`src/rtl/hazard_scoreboard.sv`:
```
// Destination-tag scoreboard for the EX/MEM/WB stages of a 5-stage pipeline.
// Raises stall/bubble for load-use and multi-cycle EX occupancy hazards.
module hazard_scoreboard_chk #(
  parameter int SW = 8
) (
  input logic          clk,
  input logic          reset_n,
  input logic          flush,
  input logic          mc_busy,
  input logic [SW-1:0] ex_s,
  input logic [SW-1:0] mem_s,
  input logic [SW-1:0] wb_s
);
  // slot layout: {valid, rd, regwrite, memread}
  function automatic logic slot_ok(input logic [SW-1:0] s);
    return (s[SW-1] || (s == '0)) && (!s[1] || (s[SW-2:2] != '0));
  endfunction

  a_no_flush_when_busy: assert property (@(posedge clk) disable iff (!reset_n) !(flush && mc_busy));
  a_ex_slot_ok:  assert property (@(posedge clk) disable iff (!reset_n) slot_ok(ex_s));
  a_mem_slot_ok: assert property (@(posedge clk) disable iff (!reset_n) slot_ok(mem_s));
  a_wb_slot_ok:  assert property (@(posedge clk) disable iff (!reset_n) slot_ok(wb_s));
endmodule

module hazard_scoreboard #(
  parameter int REG_AW = 5,
  parameter int MC_LAT = 4
) (
  input  logic              clk,
  input  logic              reset_n,
  input  logic              id_valid,
  input  logic [REG_AW-1:0] id_rs1,
  input  logic [REG_AW-1:0] id_rs2,
  input  logic              id_use_rs1,
  input  logic              id_use_rs2,
  input  logic [REG_AW-1:0] id_rd,
  input  logic              id_regwrite,
  input  logic              id_memread,
  input  logic              id_multicycle,
  input  logic              flush,
  output logic              stall,
  output logic              bubble,
  output logic              mc_busy,
  output logic [REG_AW-1:0] rd_ex,
  output logic [REG_AW-1:0] rd_mem,
  output logic [REG_AW-1:0] rd_wb,
  output logic              regwrite_ex,
  output logic              regwrite_mem,
  output logic              regwrite_wb
);
  typedef struct packed {
    logic              valid;
    logic [REG_AW-1:0] rd;
    logic              regwrite;
    logic              memread;
  } slot_t;

  localparam logic [3:0] MC_LOAD = 4'(MC_LAT - 1);

  slot_t      ex_q, ex_d, mem_q, mem_d, wb_q, wb_d, id_slot_s;
  logic [3:0] cnt_q, cnt_d;
  logic       live_q;
  logic       load_use_s;

  // ID instruction as a slot: invalid slots are all-zero and rd==0 never writes
  always_comb begin
    id_slot_s = '0;
    if (id_valid) begin
      id_slot_s.valid    = 1'b1;
      id_slot_s.rd       = id_rd;
      id_slot_s.regwrite = id_regwrite & (id_rd != '0);
      id_slot_s.memread  = id_memread;
    end else begin
      id_slot_s = '0;
    end
  end

  // Load in EX feeding a source that ID actually reads
  always_comb begin
    load_use_s = ex_q.valid & ex_q.memread & ex_q.regwrite & id_valid &
                 ((id_use_rs1 & (id_rs1 == ex_q.rd)) | (id_use_rs2 & (id_rs2 == ex_q.rd)));
  end

  assign mc_busy = (cnt_q != 4'd0);
  // live_q holds stall/bubble low through reset and the first cycle after it
  assign stall   = live_q & (load_use_s | mc_busy) & ~flush;
  assign bubble  = live_q & (load_use_s | flush);

  // Slot advance: a busy multi-cycle op pins EX and drains a hole into MEM
  always_comb begin
    ex_d  = ex_q;
    mem_d = mem_q;
    wb_d  = wb_q;
    cnt_d = cnt_q;
    if (mc_busy) begin
      mem_d = '0;
      wb_d  = mem_q;
      cnt_d = cnt_q - 4'd1;
    end else begin
      wb_d  = mem_q;
      mem_d = ex_q;
      if (bubble) begin
        ex_d = '0;
      end else begin
        ex_d = id_slot_s;
      end
      if (!bubble && id_slot_s.valid && id_multicycle) begin
        cnt_d = MC_LOAD;
      end else begin
        cnt_d = 4'd0;
      end
    end
  end

  // Pipeline tag registers and occupancy counter
  always_ff @(posedge clk or negedge reset_n) begin
    if (!reset_n) begin
      ex_q   <= '0;
      mem_q  <= '0;
      wb_q   <= '0;
      cnt_q  <= 4'd0;
      live_q <= 1'b0;
    end else begin
      ex_q   <= ex_d;
      mem_q  <= mem_d;
      wb_q   <= wb_d;
      cnt_q  <= cnt_d;
      live_q <= 1'b1;
    end
  end

  assign rd_ex        = ex_q.rd;
  assign rd_mem       = mem_q.rd;
  assign rd_wb        = wb_q.rd;
  assign regwrite_ex  = ex_q.regwrite;
  assign regwrite_mem = mem_q.regwrite;
  assign regwrite_wb  = wb_q.regwrite;

  hazard_scoreboard_chk #(.SW(REG_AW + 3)) u_chk (
    .clk     (clk),
    .reset_n (reset_n),
    .flush   (flush),
    .mc_busy (mc_busy),
    .ex_s    (ex_q),
    .mem_s   (mem_q),
    .wb_s    (wb_q)
  );
endmodule
```
`config.mk`:
```
export PLATFORM = sky130hd
export DESIGN_NAME = hazard_scoreboard
export DESIGN_NICKNAME = d
export VERILOG_FILES = /design/src/rtl/hazard_scoreboard.sv
export SDC_FILE = /design/constraint.sdc
export NUM_CORES = 1
export LEC_CHECK = 0
export CAP_MARGIN = 25
export CORE_MARGIN = 1.5
export CORE_UTILIZATION = 30
export DETAILED_ROUTE_END_ITERATION = 8
export PLACE_DENSITY = 0.59
export RECOVER_POWER = 50
export SYNTH_ARGS = -nofsm -noshare
export SYNTH_HDL_FRONTEND = slang
export SYNTH_SLANG_ARGS = --single-unit
```
`constraint.sdc`:
```
create_clock -name clk -period 3 [get_ports clk]
set_input_delay 0.3 -clock clk [delete_from_list [all_inputs] [get_ports clk]]
set_output_delay 0.3 -clock clk [all_outputs]
set_load 0.005 [all_outputs]
```
[Yosys cells after proc, flatten, opt, wreduce, memory -nomap -nowiden]
Index checks and enable logic that the tools add are counted.
Operators by class
  add/sub/neg operators: 1
  eq/ne operators: 2
  mux-type cells: 5
  bitwise operators: 14
  reduce and logical (&&, ||, !) cells: 5
Operator list (number)
  8-bit two-way mux: 2
  1-bit bitwise AND: 10
  5-bit == test: 2
  7-bit two-way mux: 1
  5-bit nonzero test: 1
  4-bit two-way mux: 1
  4-bit nonzero test: 1
  4-bit by 1-bit subtractor with 4-bit output, second input constant: 1
  1-bit bitwise OR: 3
  1-bit logical AND: 2
  2-bit two-way mux: 1
  1-bit zero test: 1
  1-bit NOT: 1
Storage, ports and cells
  bits in registers: 25
  input port bits: 24
  output and inout bits: 21
  logic and storage cells: 37

[Logic depth before layout (Yosys ltp)]
  depth after elaboration: 11
  depth in mapped cells: 7
  depth with buffers taken out: 7

[Worst setup path before layout]
No wires, ideal clock.
  path type: register to output
  start: register ex_q, in the netlist rd_ex[0]
  end: output port stall
  arrival time: 1.362 ns
  data required time: 2.700 ns
  path slack: 1.338 ns
  stages on the path, launching flop included: 4
  path buffers: 0
  cells stage by stage: dfrtp_1 xor2_1 or4_4 a311oi_2
Between the ends
  word-level cells in the longest chain between the ends: 7
  elaborated cells between the ends (all ways): 9
  classes of those cells: eq/ne (2); bitwise (7)
RTL lines
  start, declared: RTL line 60  | slot_t ex_q, ex_d, mem_q, mem_d, wb_q, wb_d, id_slot_s;
  start signal, assigned: RTL line 118  | ex_q <= '0;
  start signal, assigned: RTL line 124  | ex_q <= ex_d;
  5-bit == test: RTL line 81  | ((id_use_rs1 & (id_rs1 == ex_q.rd)) | (id_use_rs2 & (id_rs2 == ex_q.rd)));
  1-bit bitwise AND: RTL line 81
  1-bit bitwise OR *: RTL line 81
  1-bit bitwise AND *: RTL line 80  | load_use_s = ex_q.valid & ex_q.memread & ex_q.regwrite & id_valid &
  1-bit bitwise OR *: RTL line 86  | assign stall = live_q & (load_use_s | mc_busy) & ~flush;
  1-bit bitwise AND * (2 in a row): RTL line 86
  end, declared: RTL line 41  | output logic stall,
Mark *: on every way between the ends. The rest lies on a longest branch, timed or not.

[Worst setup path after layout]
  start: input port id_valid
  end: output port stall
Between the ends
  word-level cells in the longest chain between the ends: 5
RTL lines
  start, declared: RTL line 31  | input logic id_valid,
  1-bit bitwise AND (2 in a row): RTL line 80
  1-bit bitwise OR: RTL line 86
  1-bit bitwise AND (2 in a row): RTL line 86
Every way passes these cells.

==> flow_summary_export.csv <==
group,metric,value,unit
status,outcome,"completed",
worst_setup_path,cp_data_required_time,2.70,ns
global_route,grt_first_pass_wirelength,4.10,mm
pwr,ir_worst_vdd,231,uV
clock_network,cts.sink_count,25,
layout,area.sequential,626,um^2
pwr,power,0.00113,W
synthesis,synth.area.top_cells,"dfrtp_1 55%, xnor2_1 4.6%, o21ai_0 3.9%",
pwr,combinational_fraction_of_design_power,38.2,%
sta,final_critical_path_setup_slack,0.357,ns
synthesis,ys_ff_latch,25,
worst_setup_path,arrival,2.34,ns
pwr,pwr-share-clk,16.8,%
global_route,grt_overflow_total,0,
detailed_routing,drt-pass1-iter-count,4,
sta,worst-slew-pin-transition,1.30,ns
detailed_routing,detailroute.via_count,898,
pwr,netSwitchingFraction,31.9,%
clock_network,clkTransAtPathRegs,0.08,ns
worst_setup_path,timing.setup.critical_path_class,"input port to output port",
layout,layout-drive-gt1-share,6.00,%
synthesis,synthesized_area_per_cell,10.7,um^2
synthesis,synth_nets,132,
sta,finalHoldViolations,0,
sta,slew_viol_final,0,
run,cap_viol_max_count,0,
synthesis,netlist_area,0.00114,mm^2
place,globalplace.congestion,0.730,
detailed_routing,antenna_viol_nets_final,0,
layout,num_antenna_cells,0,
sta,max_slew_margin,13.2,%
clock_network,ctsHoldBuffers,0,
sta,unrepaired_setup_endpoints_after_global_routing,"no",
pwr,p_switching,0.000362,W
floorplanning,rows,22,
layout,area.growth.synth_to_final,44.3,%
global_route,grt_antenna_before_repair,0,
layout,design.final.nets,176,
detailed_routing,routed_wire_length_per_instance,12.7,um
synthesis,synth-warning-count,0,
floorplanning,io-pin-count,45,
place,port_buffers,44,
layout,fillCellCount,364,
clock_network,count_of_instances_resized_after_the_clock_tree_is_built,0,
clock_network,cts_tree,"yes",
synthesis,synthDistinctLibCells,27,
global_route,groute.usage.overall,12.6,%
floorplanning,core_region_area,0.00366,mm^2
clock_network,insertion_delay,0.26,ns
pwr,power.sequential.fraction,45.0,%
worst_setup_path,launching_element_type_of_the_critical_path,"input port",
synthesis,synthCells,107,
worst_setup_path,critical_path_peak_fanout,3,
pwr,total_leakage_power,0.711,nW
global_route,via_count_of_the_first_global_routing_pass,844,
layout,final_cell_count_no_fill,198,
pwr,p_per_area,687,mW/mm^2
sta,finalClockSkew,0.00238,ns
synthesis,synth_top_area_cell,"dfrtp_1",
sta,setup-tns-final,0,ns
floorplanning,die-area,0.00419,mm^2
sta,hold_worst_slack,0.384,ns
sta,layout_worst_path_cycle_share,88.1,%
clock_network,clock_buffer_depth,2,
detailed_routing,vias_per_cell,4.54,
synthesis,seq_area_frac_synth,54.7,%
floorplanning,die_w,64.7,um
detailed_routing,remaining_drc_errors,0,
detailed_routing,drt_iter0_markers,40,
global_route,grt_max_degree,26,
clock_network,cts_buffers,3,
hold_path,worst_hold_path_type,"flip-flop to flip-flop",
sta,finalSetupViolCount,0,
place,pre_cts_slack,0.360,ns
floorplanning,dieHeight,64.7,um
floorplanning,initial_utilization,31.2,%
worst_setup_path,critPathCaptureType,"output port",
clock_network,cts.root.buffer_cell,"clkbuf_8",
sta,max_freq,378,MHz
place,placed_cells,194,
detailed_routing,detail_route.wirelength,2.52,mm
clock_network,cts-htree-levels,1,
pwr,cellInternalPower,0.000773,W
clock_network,post-cts-setup-buffer-count,0,
layout,multi_input_combinational_cell_area,419,um^2
place,post-dp-hpwl,2.03,mm
synthesis,synth.top_cell.area_share,54.7,%
sta,fin_crit,2.64,ns
## placed cells by master (no fill, tap or decap), types with 3 or more instances in the layout
master,instances
nor3_1,8
and2_1,6
nand4_1,4
inv_1,12
a21oi_1,7
clkdlybuf4s50_1,43
clkbuf_8,3
dfrtp_1,25
xnor2_1,6
o21ai_0,9
xor2_1,4
## worst paths after layout
kind | endpoint | start | slack, ns | depth (start not counted)
max | stall | id_valid | 0.36 | 5
min | rd_wb[2] | rd_mem[2] | 0.38 | 0
max reg2reg | rd_ex[3] | cnt_q[0] | 1.07 | 8
min reg2reg | rd_wb[2] | rd_mem[2] | 0.38 | 0
max in group asynchronous | rd_mem[0] | reset_n | 1.39 | 2
min in group asynchronous | cnt_q[3] | reset_n | 0.85 | 2
## state kept, by name, indices dropped and copies added (netlist names)
signal        count
ex_q              2
regwrite_wb       1
rd_mem            5
cnt_q             4
regwrite_ex       1
rd_wb             5
rd_ex             5
live_q            1
regwrite_mem      1
## critical path, cell delays in order
cell and delay [ns]:
clkdlybuf4s50_1 0.52, nand4_1 0.13, or4_4 0.60, a311oi_2 0.25
clkdlybuf4s50_1 0.54
## kinds of logic after synthesis
kind of cell	count (synthesis)	synth area share (%)
buffers and inverters	20	8.21
other	1	0.328
flip-flops	25	54.7
XOR/XNOR	10	7.66
AND/OR/NAND/NOR	28	16.3
adder cells (fa/ha/maj)	1	1.09
AO/OA/AOI/OAI	22	11.7
## layer usage
metal,global-route usage (%),vias to the layer above,part of all wire [%]
li1,-,446,-
met3,1.74,2,5.3
met4,3.99,0,1.1
met1,16.6,414,44
met5,0,-,0
met2,21.3,36,49
## synthesized netlist by cell type
master,number
o221ai_1,2
nor3b_2,1
nand2_2,1
a21o_1,1
ha_1,1
a311oi_2,1
o211ai_1,1
a31oi_1,1
nor2_1,1
xnor2_1,6
or4_1,1
nand2_1,1
clkinv_1,1
and2_1,6
conb_1,1
nand4_1,4
xor2_1,4
nand3_4,1
clkbuf_1,2
or4_4,2
a21oi_1,7
dfrtp_1,25
buf_4,5
inv_1,12
o21ai_0,9
nand3_1,2
nor3_1,8
## power by group through the flow
stage	logic [W]	registers [W]	clock network (W)
2_1_floorplan	0.000249	0.000499	0
3_3_place_gp	0.000425	0.000518	0
3_5_place_dp	0.000440	0.000521	0
4_1_cts	0.000442	0.000514	0.000195
5_1_grt	0.000479	0.000525	0.000216
6_report	0.000433	0.000511	0.000190
## per-stage QoR
step | cell area (um^2) | utilization, %
after floorplan | 1140 | -
final | 1650 | 45.1
after CTS | 1660 | 45.3
after global routing | 1650 | 45.1
after global placement | 1610 | 44.1
after detailed placement | 1610 | 44.1
## final cells by class
class / count / share of cell area [%]
inverters: 13 / 2.96
repair buffers: 46 / 27.4
well taps: 48 / 3.64
multi-input cells: 62 / 25.4
clock buffers: 4 / 2.73
flip-flops and latches: 25 / 37.9
Power figures use the tool's default switching activity.
==> edit 1 (same flow settings) <==
Set the parameter `REG_AW` to 6 (it was 5).
--- a/src/rtl/hazard_scoreboard.sv
+++ b/src/rtl/hazard_scoreboard.sv
@@ -23,7 +23,7 @@
 endmodule
 
 module hazard_scoreboard #(
-  parameter int REG_AW = 5,
+  parameter int REG_AW = 6,
   parameter int MC_LAT = 4
 ) (
   input  logic              clk,
Ports: changed (6 resized); port bits go from 45 to 51. No check against the original RTL was run, so the function may have changed too.
==> edit 1 against the original RTL <==
The flow now finishes with violations (DRC). Non-clock buffer count increased by 7. Final area grew 20%. Worst setup slack gained 90 ps. Wire length rose by 32%. Synthesized area up 24%. Sequential cell count increased by 3. Sequential share of layout area fell by 2.4 points. Synthesized cell count grew 31%. Via count grew 33%. Critical path depth grew 2. Total power increased by 22%. Largest cell class unchanged.
==> edit 1: results (changes against the original RTL) <==
- Multi-input gates: 88 (+42%)
- Worst Skew: 7.02 ps (+4.64 ps)
- Net Count, Synth: 168 (+27%)
- Port bufs: 50 (+14%)
- Largest net degree at the start of global routing: 29 (+12%)
- CP peak stage delay: 520 ps (-80 ps)
- Outcome: finished with violations
- CP max stage cell: clkdlybuf4s50_1
- Number of fillers in the final layout: 422 (+16%)
- Non-clock buffering overhead: 0.261 (-0.0128)
- DP HPWL: 2620 microns (+29%)
- N_taps: 52 (+8.3%)
- Total Routing Usage GR: 0.136 (+0.00994)
- First-pass GRT wire length: 5590 microns (+36%)
- Placed cell count: 232 (+20%)
- Signal buffers: 53 (+15%)
- DRC Markers: 4 (+4)
- Via count: 1194 (+33%)
- Inverters: 11 (-2)
- WL/cell: 14.1 microns (+11%)
- Placer Congestion: 0.762 (+4.4%)
- Finished Cell Area: 1980 sq um (+20%)
- Mean area per synthesized cell: 10.1 sq um (-5.4%)
- Multi-input combinational cell area: 598 sq um (+43%)
- Clock-cell share: 0.0279 (+0.000572)
- Initial DRC count: 25 (-38%)
- Failing checks: DRC
- Crit path DAT: 2250 ps (-90 ps)
- Commonest cells in the netlist: dfrtp_1 (28), xnor2_1 (12), inv_1 (10)
- Final std cells w/o fill: 236 (+19%)
- Slew HR: 0.0182 (-0.114)
==> edit 1: changes by cell type after synthesis, sizes merged, moves of 3 or more <==
cell / delta
dfrtp: +3
nor4: +7
a211o: +7
or3: +7
xor2: -4
o21ai: -7
xnor2: +6
buf: +3
nor3: -6
clkbuf: +3
nand2b: +8
==> edit 1: power by group through the flow <==
stage / Combinational (mW) / Sequential [mW] / Clock, mW
final: 0.563 / 0.594 / 0.225
after global routing: 0.621 / 0.616 / 0.250
after CTS: 0.578 / 0.598 / 0.231
after detailed placement: 0.576 / 0.606 / 0
after global placement: 0.560 / 0.600 / 0
after floorplan: 0.346 / 0.579 / 0
==> edit 1: kinds of logic after synthesis <==
logic type	after synthesis	share of synthesized area
DFF	28	0.495
buffers and inverters	24	0.0822
AOI/OAI and AO/OA	25	0.126
and+or+nand+nor	49	0.210
xor gates and xnor gates	12	0.0743
adders and majority gates	1	0.00884
other	1	0.00265
==> edit 1: through the flow <==
stage | power (mW) | setup WS (ps)
floorplan | 0.925 | 1380
global placement | 1.16 | 580
detailed placement | 1.18 | 483
CTS | 1.41 | 483
global route | 1.49 | 335
finish | 1.38 | 446
==> edit 1: per-layer routing <==
metal  global-route usage  routed length [microns]  vias up
met5                    0                        0        -
met4               0.0482                       70        0
met3               0.0225                      234        6
met2                0.235                     1660       49
met1                0.171                     1370      570
li1                     -                        -      569
==> edit 1: path summary, 6_finish.rpt <==
check,from,end,slack [ps],depth (start not counted)
worst max-delay path,id_rs1[3],stall,450,7
worst max register to register,cnt_q[0],regwrite_ex,790,7
max in group asynchronous,reset_n,rd_wb[2],1230,2
worst min-delay path,rd_mem[5],rd_wb[5],380,0
worst min register to register,rd_mem[5],rd_wb[5],380,0
min in group asynchronous,reset_n,cnt_q[2],900,2
==> edit 2 (same flow settings) <==
Made on the original files. Reset style: synchronous (`reset_n`), changed in one clocked block.
--- a/src/rtl/hazard_scoreboard.sv
+++ b/src/rtl/hazard_scoreboard.sv
@@ -113,7 +113,7 @@
   end
 
   // Pipeline tag registers and occupancy counter
-  always_ff @(posedge clk or negedge reset_n) begin
+  always_ff @(posedge clk) begin
     if (!reset_n) begin
       ex_q   <= '0;
       mem_q  <= '0;
Formal check against the unedited RTL: differs if reset_n is asserted again (counterexample within 4 cycles, from zero or initial values and one cycle with reset_n low); with reset_n held inactive, the same outputs for 10 cycles.
==> edit 2 against the original RTL <==
Sequential cell count unchanged. Wire length up 1.7%. Non-clock buffer count up 1. Worst setup slack better by 190 ps. Synthesized area down 3.5%. Final area down 4.1%. First-iteration DRC count up 10%. Total power down 19%. Die area down 3.3%. Largest power group unchanged.
==> edit 2: results (changes against the original RTL) <==
- Worst-path clk slew: 90 ps
- Outcome: finished clean
- Leak pwr: 0.623 nW (-12%)
- Htree depth: 1 (unchanged)
- Initial antenna violation count: 0 (unchanged)
- Setup crit end: bubble
- Vias per std cell: 4.56 (+0.49%)
- Post-synthesis compound-gate area fraction: 0.105 (-0.0116)
- Commonest cells in the netlist: dfxtp_1 (25), xnor2_1 (12), nand2_1 (10)
- Via count: 907 (+1.0%)
- Crit path DAT: 2150 ps (-190 ps)
- Fin nets: 179 (+1.7%)
- Setup bufs post-CTS: 0 (unchanged)
- R2R Path End: cnt_q[0]
- Synth area leaders: dfxtp_1 (45%), xnor2_1 (9.5%), and2_2 (4.8%), o31ai_1 (4.8%), nand3_1 (4.1%)
- CP peak stage delay: 490 ps (-110 ps)
- Placed cell count: 195 (+0.52%)
- DP HPWL: 1980 microns (-2.6%)
- Clock period minus worst slack: 2450 ps (-190 ps)
- Async SR Flop Fraction: 0 (-1.00)
- Mean area per synthesized cell: 9.85 sq um (-7.8%)
- CTS resizes: 0 (unchanged)
- Worst IR Drop VDD: 190 uV (-18%)
- Most used DFF post-synth: dfxtp_1
- Worst Tran Pin Value: 336 ps (-966 ps)
- Hold Startpoint: ex_q[0]
- First-pass GRT wire length: 4130 microns (+0.68%)
- Inserted Diodes: 0 (unchanged)
- Cell variety after synth: 27 (unchanged)
- Tightest Hold Check Type: reg2reg
- Dpl ws: 567 ps (+207 ps)
- XOR/XNOR Fraction of Synth Area: 0.0952 (+0.0187)
- Total Routing Usage GR: 0.134 (+0.00803)
- Post-DP Area: 1540 sq um (-4.7%)
- Hold WS: 452 ps (+67.7 ps)
- Largest net degree at the start of global routing: 16 (-38%)
- Vias in the first global route: 864 (+2.4%)
- Post-Synth Adder-Cell Area: 0.0113 (+0.000397)
- R2R Setup Slk: 1260 ps (+190 ps)
- Initial DRC count: 44 (+10%)
- Number of fillers in the final layout: 336 (-7.7%)
- Worst Hold Endpoint: ex_q[0]
- Crit path from: id_valid
- Worst Skew: 2.78 ps (+0.396 ps)
- Net Count, Synth: 137 (+3.8%)
- Max Fanout on Critical Path: 9 (+6)
- Reg2Reg Depth: 6 (-2)
- Placer Congestion: 0.790 (+8.2%)
- CP max stage cell: clkdlybuf4s50_1
- Reg2reg start: cnt_q[0]
- Hold depth: 2 (+2)
- Share of cells above drive strength 1: 0.111 (+0.0511)
- Port bufs: 44 (unchanged)
- Pre-antenna DRT Iters: 4 (unchanged)
- Routed wire length: 2560 microns (+1.7%)
- Post-synthesis sequential area ratio: 0.454 (-0.0935)
-- edit 2: power breakdown --
group / switching [mW] / internal, mW / total [mW] / leakage, nW
Combinational: 0.139 / 0.164 / 0.302 / 0.397
Clock: 0.107 / 0.0952 / 0.202 / 0.0228
Sequential: 0.0395 / 0.379 / 0.418 / 0.203
-- edit 2: routing by layer --
layer  global-route usage  share of wire  up-vias
met5                    0              0        -
met4               0.0734          0.024        0
met3               0.0339          0.063        5
met2                0.213           0.45       36
met1                0.164           0.47      403
li1                     -              -      463
-- edit 2: worst reg2reg max path, stage by stage (launching register included) --
cell	delay, ps
dfxtp_1	330
inv_1	70
ha_1	170
or3b_1	510
nor2_8	240
o2111ai_1	190
o22ai_1	150
-- edit 2: layout make-up --
cell class	instances	area, sq um	share of cell area
clock buffers	4	45.0	0.0285
inverters	4	15.0	0.00949
multi-input cells	73	502	0.317
flip-flops and latches	25	500	0.316
well taps	46	57.6	0.0364
repair buffers	47	463	0.292
